===== src/rtl/vga_timing_pkg.sv =====
// Shared constants for the VGA timing chain: default count width,
// 640x480 timing values and the sync polarity encoding.
package vga_timing_pkg;

  localparam int C_DEFAULT = 10;

  // 640x480 @ 60 Hz timing, counts are zero-based indices
  localparam int H_LAST    = 799;
  localparam int V_LAST    = 524;
  localparam int V_S_BLANK = 480;
  localparam int V_S_SYNC  = 490;
  localparam int V_R_SYNC  = 492;
  localparam int V_R_BLANK = 0;

  // Sync polarity: level driven on the pin while sync is active
  localparam logic SYNC_POL_LOW = 1'b0;

endpackage


===== src/rtl/threshold_flag.sv =====
// Set/clear flag register driven by count thresholds. When enabled, a count
// equal to s_thr sets the flag, otherwise a count equal to r_thr clears it;
// set wins when both thresholds are equal. Holds when not enabled.
module threshold_flag #(
  parameter int C = 10
) (
  input  logic         clk,
  input  logic         rst,
  input  logic         en,
  input  logic [C-1:0] cnt,
  input  logic [C-1:0] s_thr,
  input  logic [C-1:0] r_thr,
  input  logic         rst_val,
  output logic         flag
);

  logic flag_q, flag_d;

  // Next flag value: set has priority over clear, hold otherwise
  always_comb begin
    flag_d = flag_q;
    if (en) begin
      if (cnt == s_thr) begin
        flag_d = 1'b1;
      end else if (cnt == r_thr) begin
        flag_d = 1'b0;
      end
    end
  end

  // Flag register with synchronous reset to the caller-chosen value
  always_ff @(posedge clk) begin
    if (rst) begin
      flag_q <= rst_val;
    end else begin
      flag_q <= flag_d;
    end
  end

  assign flag = flag_q;

endmodule


===== src/rtl/line_counter.sv =====
// Vertical stage of the VGA timing chain. Advances the line count each cycle
// the pixel count sits at h_last, wraps at v_last, and produces registered
// blank/sync flags plus one-cycle line_end/frame_end strobes.
// Valid/ready: there is no handshake; the only qualifier is the internal tick
// (h_q == h_last), and every output is a register updated on the clk edge.
module line_counter
  import vga_timing_pkg::*;
#(
  parameter int   C        = C_DEFAULT,
  parameter logic SYNC_POL = SYNC_POL_LOW
) (
  input  logic         clk,
  input  logic         rst,
  input  logic [C-1:0] h_q,
  input  logic [C-1:0] h_last,
  input  logic [C-1:0] v_last,
  input  logic [C-1:0] s_blank,
  input  logic [C-1:0] s_sync,
  input  logic [C-1:0] r_sync,
  input  logic [C-1:0] r_blank,
  output logic [C-1:0] q,
  output logic         blank,
  output logic         sync,
  output logic         line_end,
  output logic         frame_end
);

  logic [C-1:0] q_q, q_d;
  logic         line_end_q, frame_end_q;
  logic         tick;
  logic         at_last;
  logic         sync_act;

  // End-of-line detect and next line index; the +1 wraps modulo 2^C so a
  // v_last below the current count simply runs up and rolls over.
  always_comb begin
    tick    = (h_q == h_last);
    at_last = (q_q == v_last);
    q_d     = at_last ? '0 : q_q + C'(1);
  end

  // Line counter and strobes; a held h_q == h_last advances one line per cycle
  always_ff @(posedge clk) begin
    if (rst) begin
      q_q         <= '0;
      line_end_q  <= 1'b0;
      frame_end_q <= 1'b0;
    end else begin
      line_end_q  <= tick;
      frame_end_q <= tick & at_last;
      if (tick) begin
        q_q <= q_d;
      end
    end
  end

  // Flags compare against the new line index so they change on the same
  // edge as q and always agree with it.
  threshold_flag #(.C(C)) u_blank (
    .clk     (clk),
    .rst     (rst),
    .en      (tick),
    .cnt     (q_d),
    .s_thr   (s_blank),
    .r_thr   (r_blank),
    .rst_val (1'b0),
    .flag    (blank)
  );

  threshold_flag #(.C(C)) u_sync (
    .clk     (clk),
    .rst     (rst),
    .en      (tick),
    .cnt     (q_d),
    .s_thr   (s_sync),
    .r_thr   (r_sync),
    .rst_val (1'b0),
    .flag    (sync_act)
  );

  // sync_act is registered; mapping it to the pin polarity is a fixed inversion
  assign sync      = sync_act ? SYNC_POL : ~SYNC_POL;
  assign q         = q_q;
  assign line_end  = line_end_q;
  assign frame_end = frame_end_q;

endmodule


===== config.mk =====
export PLATFORM = sky130hd
export DESIGN_NAME = line_counter
export DESIGN_NICKNAME = d
export VERILOG_FILES = /design/src/rtl/vga_timing_pkg.sv /design/src/rtl/threshold_flag.sv /design/src/rtl/line_counter.sv
export SDC_FILE = /design/constraint.sdc
export NUM_CORES = 1
export LEC_CHECK = 0
export ABC_AREA = 1
export ABC_CLOCK_PERIOD_IN_PS = 1900
export CORE_UTILIZATION = 37
export CTS_CLUSTER_SIZE = 12
export DETAILED_ROUTE_END_ITERATION = 10
export PLACE_DENSITY = 0.87
export SLEW_MARGIN = 20
export SYNTH_ARGS = -nofsm -noshare
export SYNTH_HDL_FRONTEND = slang
export SYNTH_SLANG_ARGS = --single-unit

===== constraint.sdc =====
create_clock -name clk -period 1.9 [get_ports clk]
set_clock_uncertainty 0.05 [all_clocks]
set_input_delay 0.475 -clock clk [delete_from_list [all_inputs] [get_ports clk]]
set_output_delay 0.475 -clock clk [all_outputs]
set_load 0.01 [all_outputs]

==> run summary <==
The flow ran to the end, but the final reports show violations. The final reports fail on negative setup slack. The pin count of the biggest net entering global routing is 21. The initial core utilization is 38.93%.

The part of the total power dissipated in sequential elements is 32.2%. The synthesized design spends more area on one cell type than any other, namely nand2_1. Before antenna repair, the detailed router went through 5 iterations. The critical path goes through xnor2_4, nand2_2, nor2_4, nand3_4, buf_6, nand3b_1, nand2_1, nor2_1, nand2_1, nor2_2, nand2_1, nand2_1, a21oi_2. The required arrival time at the worst endpoint is 2.00 ns. The HPWL after detailed placement is 4.768 mm.

Among cell families on the critical path, the largest total delay comes from simple AND/OR/NAND/NOR gates. The adder-cell share of the synthesized area is 0.7331%. Sequential cells were found to cover 16.42% of the synthesized design area. The net count of the finished layout is 500. The setup slack of the worst register-to-register path came out at -0.14 ns. The number of antenna diodes in the final layout is 0. Counting cells, the worst reg-to-reg path comes to 13. Among all stages on the critical path, the largest delay is contributed by dfxtp_4. The slew at the pin closest to its max-slew limit came out at 0.3267 ns. The most common cell in the netlist is nand2_1. The first global-routing pass estimated 11.31 mm of wire. The final routed DRC violation total is 0. Clock tree synthesis inserted a total of 3 buffers. During placement, the flow inserted port buffers numbering 85. The maximum fanout along the worst path came out at 7. The switching component of the power came out at 0.0002471 W. The relative slew slack came out at 78.19%. The arrival time of the worst setup path is 2.14 ns.

The fmax is 0.4906 GHz. After floorplanning, the core was sized to cover 0.004384 sq mm. The worst slack at placement came out at -0.7263 ns. The mapped cell area is 0.001707 sq mm. The count of yosys warnings during synthesis is 0. The part of the total power dissipated in the clock network is 35.1%.

The number of flops mapped to enable cells by yosys is 0. The number of design-rule violations left by the first detailed-router iteration is 163. The number of different library cells in the post-synthesis netlist came out at 28.

The number of buffer and inverter stages on the critical path is 1. STA classifies the critical path startpoint as a flip-flop. After Yosys synthesis, XOR and XNOR cells account for 15.18% of the synthesized area.

The total internal power came out at 0.0006440 W. Dividing the detail-routed wire length by the instance count gives 15.01 um. The clock slew seen by the registers of the worst setup and hold paths came out at 0.07 ns. The horizontal extent of the die came out at 69.92 um. The commonest cells after synthesis are nand2_1 (99), inv_1 (40), nor2_1 (31), nand3_1 (22), a21oi_1 (19). From bottom edge to top edge, the die measures 69.92 um. 86 I/O pins were placed. The multiplexer share of the synthesized area is 0%. When the netlist entered floorplanning its net count stood at 369.

Combinational logic burns 32.7% of the power. The period utilization is 107.3%. The area growth from synthesis to layout came out at 86.29%.

Setup repair after global routing could not meet its margin everywhere. The share of the synthesized area in compound gates (AO/OA/AOI/OAI) came out at 11.66%. The shortest clock period the worst path allows after layout is 2.038 ns. The switching portion of total power is 27.73%.

The final max-slew violation count came to 0. The peak supply drop is 0.1613 mV. The final core utilization is 72.52%. In this run the critical register-to-register path is captured at u_blank.flag.

The wire length reported by the detailed router came out at 7.176 mm. The capture point of the worst path is u_blank.flag. The leakage power total came out at 1.434 nW. Across every metal layer, demand over resource in global routing totals 28.83%. The global placer's final weighted congestion is 0.9392. The count of cell instances traversed by the critical path came out at 13. The proportion of synthesized flip-flops having asynchronous set or reset came out at 0%. Setup violations remaining at the end of the flow were counted as 2.

In the post-synthesis netlist, the biggest area contributors are nand2_1 (22%), dfxtp_1 (16%), inv_1 (8.8%). Among all flip-flop cells after synthesis, the most frequent one is dfxtp_1. The mean cell area of the mapped netlist is 5.766 sq um. The number of standard cells after synthesis is 296.

The startpoint-to-endpoint class of the critical path is reg2reg. The ratio of routed vias to standard cells is 5.241. The number of antenna violations at the first check in global routing came to 0.

The synthesized netlist devotes 44.94% of its cell area to simple gates. The final hold violation count is 0. The clock latency at the later pin of the worst-skew pair came out at 0.26 ns. In this run the worst setup path begins at q[4]. The count of max-cap constraint violations came out at 0. The critical path's most frequent cell is nand2_1. TritonCTS built the clock tree. The final global-route overflow total is 0.

The class of the tightest hold or removal check is reg2reg. The TritonCTS sink count is 14. The maximum single-stage delay on the critical path is 0.37 ns. In the post-route analysis, the smallest setup slack over all paths is -0.1384 ns. The die covers 0.004888 sq mm.

The CTS root buffer is clkbuf_8. The power density over the cells is 280.3 mW/mm^2. In this run the critical register-to-register path is launched from q[4]. The flip-flop and latch count after synthesis is 14.

By area, the combinational part of the netlist is dominated by simple AND/OR/NAND/NOR gates. Counting along the longest clock path gives a buffer depth of 2. The number of global-route vias before repair came out at 2489.

Cells with a size suffix above 1 make up 28.17% of the layout. The number of hold buffers added after cts came out at 0. The number of antenna-violating nets in the routed design is 0. STA classifies the critical path endpoint as a flip-flop.

The level count of the clock H-tree came out at 1. The via total after detailed routing came out at 2505. The proportion of netlist area held by the largest area contributor is 21.77%. The number of cell rows came out at 24.
==> timing repair <==
action | 4_1_cts | 5_1_grt
gates resized for setup | 102 | 16
pin swaps | 51 | 13
gates cloned | 1 | 0
buffers inserted | 5 | 2
setup endpoints to repair | 12 | 8
==> state kept, by name, summed over array words and instances (netlist names) <==
signal / count
q: 10
frame_end: 1
line_end: 1
u_blank.flag: 1
u_sync.flag: 1
==> layout by cell type (no fill, tap or decap), types with 2 or more instances in the layout <==
cell type	count
a21oi_1	17
a21oi_2	2
buf_12	2
buf_2	6
buf_4	36
buf_6	7
clkbuf_2	2
clkbuf_8	4
clkdlybuf4s50_1	61
dfxtp_1	7
dfxtp_2	2
dfxtp_4	5
dlygate4sd2_1	14
inv_1	34
inv_2	7
nand2_1	85
nand2_2	11
nand2_4	3
nand3_1	17
nand3_2	6
nand3_4	3
nand3b_1	9
nor2_1	23
nor2_2	7
nor2_4	3
o21ai_0	8
o21ai_1	5
or2_2	2
xnor2_1	9
xnor2_2	2
xor2_1	11
xor2_2	4
==> area by class of cell <==
cell class	instances	area [sq um]
Tap cell	52	65.06
Clock buffer	4	55.05
Sequential cell	14	301.5
Multi-Input combinational cell	237	1420
Inverter	41	153.9
Fill cell	325	1205
Timing Repair Buffer	130	1184
==> layer usage <==
layer	GRT usage (%)	vias up	part of all wire (%)
li1	-	1186	-
met1	33.42	1149	40
met2	52.67	147	50
met3	3.752	23	7.4
met4	12.22	0	2.7
met5	0	-	0
==> worst min-delay path by stage <==
stage	from	end	cells after the start
floorplan	u_sync.flag	u_sync.flag	2
global placement	u_sync.flag	u_sync.flag	2
detailed placement	u_blank.flag	u_blank.flag	2
CTS	u_blank.flag	u_blank.flag	2
global route	u_sync.flag	u_sync.flag	2
finish	u_sync.flag	u_sync.flag	2
==> kinds of logic (layout without fill, tap and decap cells) <==
logic type	after synthesis	after routing
AO/OA/AOI/OAI	37	37
XOR/XNOR	27	27
adder cells (fa/ha/maj)	1	1
buffers and inverters	46	175
flip-flops	14	14
AND/OR/NAND/NOR	171	172
==> worst reg2reg max path, cell delays in order, from the launching register on <==
cell	delay, ns
dfxtp_4	0.37
xnor2_4	0.19
nand2_2	0.10
nor2_4	0.18
nand3_4	0.20
buf_6	0.21
nand3b_1	0.07
nand2_1	0.05
nor2_1	0.09
nand2_1	0.08
nor2_2	0.13
nand2_1	0.07
nand2_1	0.08
a21oi_2	0.06
==> power by group through the flow <==
stage | registers [W] | clock network [W] | logic [W]
floorplan | 0.000301 | 0 | 0.0000905
global placement | 0.000301 | 0 | 0.000269
detailed placement | 0.000301 | 0 | 0.000275
CTS | 0.000290 | 0.000304 | 0.000280
global route | 0.000287 | 0.000322 | 0.000311
finish | 0.000287 | 0.000313 | 0.000291
==> metrics by stage <==
| stage | cells | instance area (sq um) | TNS (ns) | hold slack, ns | total power (W) |
|---|---|---|---|---|---|
| 3_5_place_dp | 467 | 2902 | -4.868 | 0.4181 | 0.0005757 |
| 6_report | 478 | 3179 | -0.2768 | 0.4603 | 0.0008911 |
| 4_1_cts | 476 | 3128 | -0.01137 | 0.4335 | 0.0008735 |
| 5_1_grt | 478 | 3179 | -0.4570 | 0.4659 | 0.0009210 |
| 3_3_place_gp | 467 | 2902 | -4.157 | 0.4019 | 0.0005698 |
| 2_1_floorplan | 296 | 1715 | 0 | 0.3828 | 0.0003914 |
Power figures use the tool's default switching activity.
